<file path="src/rtl/imuldiv_div_arbiter_pkg.sv">
// -----------------------------------------------------------------------------
// imuldiv_div_arbiter_pkg
// Shared definitions for the divider arbiter: FSM state encoding, requester
// port indices and divider request fn codes.
// No ports (package).
// -----------------------------------------------------------------------------
package imuldiv_div_arbiter_pkg;

   // Arbiter FSM states; encoding is fixed so waveforms and other blocks agree.
   typedef enum logic [1:0] {
      StIdle    = 2'b00,
      StIssue   = 2'b01,
      StWait    = 2'b10,
      StDeliver = 2'b11
   } div_arb_state_e;

   // Requester port indices.
   localparam logic Port0 = 1'b0;
   localparam logic Port1 = 1'b1;

   // DivReqMsg fn codes.
   localparam logic DivFnUnsigned = 1'b0;
   localparam logic DivFnSigned   = 1'b1;

endpackage

</file>
<file path="src/rtl/imuldiv_div_arbiter_rr_arb2.sv">
// -----------------------------------------------------------------------------
// imuldiv_div_arbiter_rr_arb2
// Two-way round-robin grant (imuldiv_RRArb2). Purely combinational.
// Ports:
//   req0_val_i    port 0 wants service
//   req1_val_i    port 1 wants service
//   last_grant_i  index of the port most recently served
//   grant_o       one-hot grant, bit N = port N
// -----------------------------------------------------------------------------
module imuldiv_div_arbiter_rr_arb2
   import imuldiv_div_arbiter_pkg::*;
(
   input  logic       req0_val_i,
   input  logic       req1_val_i,
   input  logic       last_grant_i,
   output logic [1:0] grant_o
);

   // On contention the port that was not served last wins.
   always_comb begin
      grant_o = 2'b00;
      if (req0_val_i && (!req1_val_i || (last_grant_i == Port1))) begin
         grant_o = 2'b01;
      end else if (req1_val_i) begin
         grant_o = 2'b10;
      end
   end

endmodule

</file>
<file path="src/rtl/imuldiv_div_arbiter.sv">
// -----------------------------------------------------------------------------
// imuldiv_div_arbiter
// Shares one iterative divider between two val/rdy requesters, one
// transaction in flight at a time.
// Ports:
//   clk, reset                    clock, asynchronous active-low reset
//   req{0,1}_val/rdy/fn/a/b       requester request channels
//   resp{0,1}_val/rdy/result      requester response channels {rem, quot}
//   div_req_val/rdy/fn/a/b        request channel toward the divider
//   div_resp_val/rdy/result       response channel from the divider
// -----------------------------------------------------------------------------
module imuldiv_div_arbiter
   import imuldiv_div_arbiter_pkg::*;
(
   input  logic        clk,
   input  logic        reset,
   input  logic        req0_val,
   output logic        req0_rdy,
   input  logic        req0_fn,
   input  logic [31:0] req0_a,
   input  logic [31:0] req0_b,
   output logic        resp0_val,
   input  logic        resp0_rdy,
   output logic [63:0] resp0_result,
   input  logic        req1_val,
   output logic        req1_rdy,
   input  logic        req1_fn,
   input  logic [31:0] req1_a,
   input  logic [31:0] req1_b,
   output logic        resp1_val,
   input  logic        resp1_rdy,
   output logic [63:0] resp1_result,
   output logic        div_req_val,
   input  logic        div_req_rdy,
   output logic        div_req_fn,
   output logic [31:0] div_req_a,
   output logic [31:0] div_req_b,
   input  logic        div_resp_val,
   output logic        div_resp_rdy,
   input  logic [63:0] div_resp_result
);

   div_arb_state_e state_q;
   logic           last_grant_q;
   logic           owner_q;
   logic           fn_q;
   logic [31:0]    a_q;
   logic [31:0]    b_q;
   logic [63:0]    result_q;
   logic           div_req_val_q;
   logic           div_resp_rdy_q;
   logic           resp0_val_q;
   logic           resp1_val_q;
   logic [1:0]     grant;

   imuldiv_div_arbiter_rr_arb2 u_rr_arb2 (
      .req0_val_i   (req0_val),
      .req1_val_i   (req1_val),
      .last_grant_i (last_grant_q),
      .grant_o      (grant)
   );

   // The only input-to-handshake combinational path. Gated by reset so the
   // ready lines stay low while reset is held even though state reads IDLE.
   assign req0_rdy = reset && (state_q == StIdle) && grant[0];
   assign req1_rdy = reset && (state_q == StIdle) && grant[1];

   always_ff @(posedge clk or negedge reset) begin
      if (!reset) begin
         state_q        <= StIdle;
         last_grant_q   <= Port1;
         owner_q        <= Port0;
         fn_q           <= 1'b0;
         a_q            <= '0;
         b_q            <= '0;
         result_q       <= '0;
         div_req_val_q  <= 1'b0;
         div_resp_rdy_q <= 1'b0;
         resp0_val_q    <= 1'b0;
         resp1_val_q    <= 1'b0;
      end else begin
         case (state_q)
            StIdle: begin
               if (req0_val && req0_rdy) begin
                  fn_q          <= req0_fn;
                  a_q           <= req0_a;
                  b_q           <= req0_b;
                  owner_q       <= Port0;
                  div_req_val_q <= 1'b1;
                  state_q       <= StIssue;
               end else if (req1_val && req1_rdy) begin
                  fn_q          <= req1_fn;
                  a_q           <= req1_a;
                  b_q           <= req1_b;
                  owner_q       <= Port1;
                  div_req_val_q <= 1'b1;
                  state_q       <= StIssue;
               end
            end
            StIssue: begin
               if (div_req_rdy) begin
                  div_req_val_q  <= 1'b0;
                  div_resp_rdy_q <= 1'b1;
                  state_q        <= StWait;
               end
            end
            StWait: begin
               if (div_resp_val) begin
                  result_q       <= div_resp_result;
                  div_resp_rdy_q <= 1'b0;
                  resp0_val_q    <= (owner_q == Port0);
                  resp1_val_q    <= (owner_q == Port1);
                  state_q        <= StDeliver;
               end
            end
            StDeliver: begin
               if ((owner_q == Port0) ? resp0_rdy : resp1_rdy) begin
                  last_grant_q <= owner_q;
                  resp0_val_q  <= 1'b0;
                  resp1_val_q  <= 1'b0;
                  state_q      <= StIdle;
               end
            end
            default: state_q <= StIdle;
         endcase
      end
   end

   assign div_req_val  = div_req_val_q;
   assign div_req_fn   = fn_q;
   assign div_req_a    = a_q;
   assign div_req_b    = b_q;
   assign div_resp_rdy = div_resp_rdy_q;
   assign resp0_val    = resp0_val_q;
   assign resp1_val    = resp1_val_q;
   assign resp0_result = result_q;
   assign resp1_result = result_q;

endmodule

</file>
<file path="config.mk">
export PLATFORM = sky130hd
export DESIGN_NAME = imuldiv_div_arbiter
export DESIGN_NICKNAME = d
export VERILOG_FILES = /design/src/rtl/imuldiv_div_arbiter_pkg.sv /design/src/rtl/imuldiv_div_arbiter_rr_arb2.sv /design/src/rtl/imuldiv_div_arbiter.sv
export SDC_FILE = /design/constraint.sdc
export NUM_CORES = 1
export LEC_CHECK = 0
export ABC_AREA = 0
export CAP_MARGIN = 0
export CORE_AREA = 2 2 158 160
export DETAILED_ROUTE_END_ITERATION = 6
export DIE_AREA = 0 0 160 162
export SYNTH_ARGS = -nofsm -noshare
export SYNTH_HDL_FRONTEND = slang
export SYNTH_SLANG_ARGS = --single-unit
</file>
<file path="constraint.sdc">
create_clock -name clk -period 3.2 [get_ports clk]
set_clock_uncertainty 0.2 [all_clocks]
set_input_delay 0.96 -clock clk [delete_from_list [all_inputs] [get_ports clk]]
set_output_delay 0.96 -clock clk [all_outputs]
set_load 0.01 [all_outputs]
</file>
==> impl_results.md, run 1 <==
- Status: completed
- Synth area leader: dfrtp_1
- Overflow after GRT: 0
- Net Count, Synth: 684
- Synth cell count leaders: dfrtp_1, a221o_1, buf_4
- #FFs+latches synth: between 100 and 150
- Gr busiest metal: met2
- Synthesized area: 6210 sq um
- Site row count: 57
- Die area: 25900 sq um
- Area Growth Syn to Fin: 73.2%
- First-pass GRT wire length: ~32 mm
- Slew headroom: 0.464
- Avg WL per Cell: about 19 microns
- Worst-case clock buffer depth: 2
- Setup repair bufs after CTS: 0
- Area contributors post-synth: dfrtp_1, a221o_1, mux2_2
- N_diodes: 0
- Core Area: about 24000 sq um
- Via count: 5085
- Clock sink count: 137
- Worst Hold Class: reg2reg
- RSZ-0062 raised after global routing: no
- CTS Buf Count: 17
- Final #Nets: 1020
- Syn. warnings: 0
- Hold wc startpoint: resp0_result[49]
- Final min period: 3100 ps
- Hold-fix buffers, CTS: 0
- Critical R2R Launch: state_q[0]
- R2r endpoint: div_req_a[26]
- Dpl cell area: ~10000 sq um
- Post-synthesis mux area share: 0.121
- Detail Placement HPWL: about 15 mm
- Routed WL: ~21 mm
- Synth Instances: about 480
- Final setup fails: 0
- Root Buffer: clkbuf_16
- Crit path DAT: a little under 2000 ps
- Adder-Cell Fraction of Synth Area: 0.0101
- Number of flops mapped to enable cells by yosys: 0
- Final slew viol count: 0
- Simple-gate share of the synthesized area: 0.0796
- Crit path cell chain: clkdlybuf4s50_1 > buf_4 > a21oi_4 > dlygate4sd2_1
- Clock transition at the registers of the reported paths: about 60 ps
- Synth Area in Compound Gates: 0.130
- Clk_lat worst skew: slightly above 400 ps
- Largest net degree at the start of global routing: 140
- Htree depth: 4
- Required time worst endpoint: 2040 ps
- Number of library cell types mapped by synthesis: 34
- Period Utilization, post-route: 0.968
- Final instance area: 10800 sq um
- FMAX: about 0.32 GHz
- Placer Congestion: ~0.76
- CTS tree: done
- DRT antenna net count: 0
- DRC Markers: 0
- Vias in the first global route: approximately 5400
- Met1 Use GR: 0.199
- Worst hold margin: roughly 320 ps
- CP max-delay cell: clkdlybuf4s50_1
- Post-Synth XOR/XNOR Area: 0
- Most common cell in the netlist: dfrtp_1
- Register area share after synthesis: 0.552
- Worst Path Max Fanout: 2
- DIE WIDTH: approximately 160 microns
- Share of layout cells above drive strength 1: 0.114
- Placed cells: between 1000 and 1500
- Reg2reg path depth: 6
- GR Util All Layers: 0.162
- Worst Setup Path Type: in2out
- Initial Utilization: 0.258
- Total power: approximately 11000 uW
- FFs w/ async S/R, synth: 1.00
- CP endpoint kind: output pin
- Port Buffers: 400
- Worst vdd ir: around 370 uV
- Iter 0 DRT Violations: about 230
- Top_reg_cell synth: dfrtp_1
- PwrDens: around 980 nW/um^2
- Max incr delay on CP: between 400 and 500 ps
- Max-cap violation count: 0
- Cell family with most CP delay: buffers and inverters
- Vias per cell: ~4.4
- Worst Hold Path EP: resp0_result[49]
- Least-Margin Pin Slew: about 800 ps
- R2r setup slk: 850 ps
- Worst setup SP type: input port
- P_leak: approximately 0.0044 uW
- Layout fillers: ~2300
- 1st-pass router iterations: 4
- Die height: about 160 microns
- GR Util met2: 0.273
- Synthesized area per cell: approximately 13 sq um
- Worst path bufs/invs: 3
- Worst Hold Depth: 1
- Antenna violations before repair: 0
- Top Ports: 401
- M3 GR Usage: 0.0610
- Hold violation total from the final report: 0
- Synth top area share: 0.548
- Final non-filler cell total: ~1200
- Largest family of logic cells by synthesized area: compound AO/OA/AOI/OAI gates
==> cells in the final DEF, fill, tap and decap left out, drive strengths merged, types with 3 or more instances in the layout <==
| cell type | count |
|---|---|
| clkdlybuf4s50 | 396 |
| and2 | 65 |
| nor2b | 4 |
| dfrtp | 136 |
| buf | 11 |
| a221o | 65 |
| clkbuf | 20 |
| dlygate4sd2 | 3 |
| nand2b | 3 |
| bufinv | 4 |
| a21oi | 5 |
| ha | 5 |
| clkinvlp | 3 |
| mux2 | 65 |
| nand2 | 6 |
| inv | 10 |
==> power by group <==
| group | total [uW] | switching, uW | leakage (uW) | internal (uW) |
|---|---|---|---|---|
| clock network | 2180 | 817 | 0.000304 | 1360 |
| registers | 3180 | 604 | 0.00167 | 2580 |
| logic | 5170 | 1970 | 0.00246 | 3200 |
==> per-stage QoR <==
step,utilization,setup TNS (ps),setup slack [ps]
2_1_floorplan,-,0,479
3_3_place_gp,0.419,-572,-322
3_5_place_dp,0.419,-566,-322
4_1_cts,0.446,0,96.2
5_1_grt,0.446,0,53.9
6_report,0.446,0,101
==> worst max path at each step <==
| stage | startpoint | end | cells past startpoint |
|---|---|---|---|
| floorplan | req1_val | req0_rdy | 3 |
| global placement | req1_val | req1_rdy | 4 |
| detailed placement | req1_val | req1_rdy | 4 |
| CTS | req0_val | req1_rdy | 4 |
| global route | req0_val | req1_rdy | 4 |
| finish | req0_val | req1_rdy | 4 |
==> state kept, by name, indices dropped and copies added, names as in the netlist, 2 cells and up <==
| register | cells |
|---|---|
| div_req_a | 32 |
| div_req_b | 32 |
| resp0_result | 64 |
| state_q | 2 |
==> logic make-up after synthesis <==
group	after synthesis
buf+inv	100
fa+ha+maj	5
simple gates	82
compound gates	86
mux	67
flops	137
==> layer usage <==
layer | share of wire | wire length [microns]
met1 | 0.42 | 8920
met2 | 0.49 | 10400
met3 | 0.087 | 1860
met4 | 0.0079 | 169
met5 | 0 | 0
==> worst reg2reg max path: cells and delay by family, from the launching register on <==
family | cells | cell delay, ps
flops | 1 | 450
compound gates | 2 | 490
buf+inv | 2 | 720
fa+ha+maj | 1 | 290
simple gates | 1 | 140
==> timing repair <==
item | CTS | global route
hold endpoints to repair | 0 | 0
setup endpoints to repair | 2 | 0
resized for setup | 4 | 0
==> cell type report <==
cell class	count	area [sq um]	share of cell area
multi-input cells	240	2140	0.199
inverters	7	26.3	0.00244
repair buffers	410	4110	0.383
flip-flops and latches	137	3430	0.319
clock buffers	20	457	0.0425
clock inverters	12	186	0.0173
well taps	324	405	0.0377
Note: power is estimated with default switching activity, not from simulation.
==> inputs of run 2 (changes only) <==
Settings changed: CAP_MARGIN 0 to unset.
==> results of run 2 <==
The final DEF is identical to that of run 1; final timing and power are the same.
==> inputs of run 3 (changes only) <==
--- a/config.mk
+++ b/config.mk
@@ -8,2 +8,3 @@
 export ABC_AREA = 0
+export CAP_MARGIN = 20
 export CORE_AREA = 2 2 158 160
--- a/constraint.sdc
+++ b/constraint.sdc
@@ -4,2 +4,2 @@
 set_output_delay 0.96 -clock clk [all_outputs]
-set_load 0.01 [all_outputs]
+set_load 0.005 [all_outputs]
==> run 3 against run 2 <==
  * Critical path depth unchanged
  * Highest routed layer unchanged
  * Maximum frequency increased by 0.38%
  * Largest power group unchanged
  * Via count decreased by 0.98%
==> impl_results.md, run 3 (synthesis gave the netlist of run 1 again) <==
- Worst-case clock buffer depth: 2
- Critical R2R Launch: state_q[0]
- Detail Placement HPWL: 15.3 mm
- CP endpoint kind: output pin
- Routed WL: around 21 mm
- Avg WL per Cell: 18.5 microns
- Final slew viol count: 0
- Antenna violations before repair: 0
- Worst Path Max Fanout: 2
- Worst Hold Class: reg2reg
- 1st-pass router iterations: 4
- CTS Buf Count: 17
- Clk_lat worst skew: just over 400 ps
- Worst slack, placed: -298 ps
- DIE WIDTH: 160 microns
- CP max-delay cell: clkdlybuf4s50_1
- Final instance area: 10700 sq um
- GR Util All Layers: 0.161
- Final #Nets: just over 1000
- Overflow after GRT: 0
- Top Ports: 401
- N_diodes: 0
- R2r endpoint: div_req_a[20]
- Share of layout cells above drive strength 1: 0.112
- DRC Markers: 0
- Most frequent cells in the layout: clkdlybuf4s50_1, dfrtp_1, a221o_1
- Worst Hold Depth: 1
- Least-Margin Pin Slew: 806 ps
- Hold wc startpoint: resp0_result[52]
- Layout fillers: about 2300
- R2r setup slk: around 850 ps
- Crit path cell chain: clkdlybuf4s50_1 > buf_4 > a21oi_4 > dlygate4sd2_1
- Crit path DAT: ~1900 ps
- Initial Utilization: 0.258
- Core Area: 24100 sq um
- Required time worst endpoint: 2040 ps
- Register area: between 3000 and 4000 sq um
- Dpl cell area: a little over 10000 sq um
- Placed cells: between 1000 and 1500
- Area occupied by multi-input gates: 2140 sq um
- Worst Hold Path EP: resp0_result[52]
- Worst Setup Path Type: in2out
- Clock sink count: roughly 140
- Max-cap violation count: 0
- Final setup fails: 0
- Worst vdd ir: between 200 and 300 uV
- P_leak: approximately 0.0044 uW
- CTS tree: done
- Final non-filler cell total: between 1000 and 1500
- DRT antenna net count: 0
- Worst hold margin: ~320 ps
- Reg2reg path depth: 6
- Site row count: 57
- Vias per cell: 4.38
- PwrDens: just over 900 nW/um^2
- Htree depth: 4
- Hold violation total from the final report: 0
- Slew headroom: 0.463
- Status: completed
- Setup repair bufs after CTS: 0
- Die height: ~160 microns
- Die area: about 26000 sq um
- Area Growth Syn to Fin: 72.0%
- Crit path launch: req0_val
- Commonest non-fill, non-tap cell in the layout: clkdlybuf4s50_1
- FMAX: about 0.32 GHz
- RSZ-0062 raised after global routing: no
- Port Buffers: 400
- Placer Congestion: 0.750
- Vias in the first global route: 5328
- Worst setup SP type: input port
- Final min period: between 3000 and 4000 ps
- Final WS setup: approximately 110 ps
- Setup TNS Final: 0 ps
- Root Buffer: clkbuf_16
- Max incr delay on CP: about 430 ps
- Via count: approximately 5000
- Iter 0 DRT Violations: 290
- Period Utilization, post-route: 0.965
- Max reg flops: 64
- First-pass GRT wire length: 32.0 mm
- Largest net degree at the start of global routing: 140
- Clock transition at the registers of the reported paths: ~60 ps
-- run 3: changes by cell type in the layout (fill, tap and decap cells not counted) --
cell        previous run  this run
inv_6                  3         4
clkbuf_8               2         0
bufinv_16              4         2
clkbuf_1               1         2
clkinv_2               0         2
buf_4                  7         6
clkinvlp_4             3         5
clkinv_4               2         0
-- run 3: metrics by stage --
step	total power, uW	utilization
final	9820	0.443
after global placement	7920	0.419
after CTS	10000	0.443
after floorplan	5210	-
after global routing	10400	0.443
after detailed placement	7950	0.419
-- run 3: area by class of cell --
type                       instances  share of cell area
inverter                           7             0.00246
sequential                       137               0.321
tap                              324              0.0380
clock buffer                      19              0.0405
clock inverter                    13              0.0134
timing repair buffer             409               0.384
multi-input combinational        240               0.200
-- run 3: routing by layer --
| metal | up-vias | routed length (microns) | track usage |
|---|---|---|---|
| met5 | - | 0 | 0 |
| met4 | 0 | 148 | 0.0348 |
| met3 | 9 | 1880 | 0.0582 |
| met2 | 263 | 10400 | 0.271 |
| met1 | 2427 | 8850 | 0.198 |
| li1 | 2336 | - | - |
-- run 3: how the worst max path moves through the flow --
stage	to	slack (ps)	cells past startpoint
after detailed placement	req1_rdy	-300	4
after floorplan	req0_rdy	520	3
after CTS	req1_rdy	110	4
after global placement	req1_rdy	-290	4
after global routing	req1_rdy	60	4
final	req1_rdy	110	4
-- run 3: worst max-delay path, delay by kind of cell --
family	cells	cell delay (ps)
AO/OA/AOI/OAI	1	140
buffers and inverters	3	830
-- run 3: where the power goes --
| group | switching, uW | internal, uW | leakage (uW) |
|---|---|---|---|
| clock | 808 | 1160 | 0.000267 |
| combinational | 1500 | 3180 | 0.00245 |
| sequential | 603 | 2580 | 0.00167 |
| total | 2910 | 6920 | 0.00438 |
-- run 3: timing repair --
action	4_1_cts	5_1_grt
resized for setup	4	0
hold endpoints to repair	0	0
endpoints found under the setup margin	2	0
hold buffers	0	0
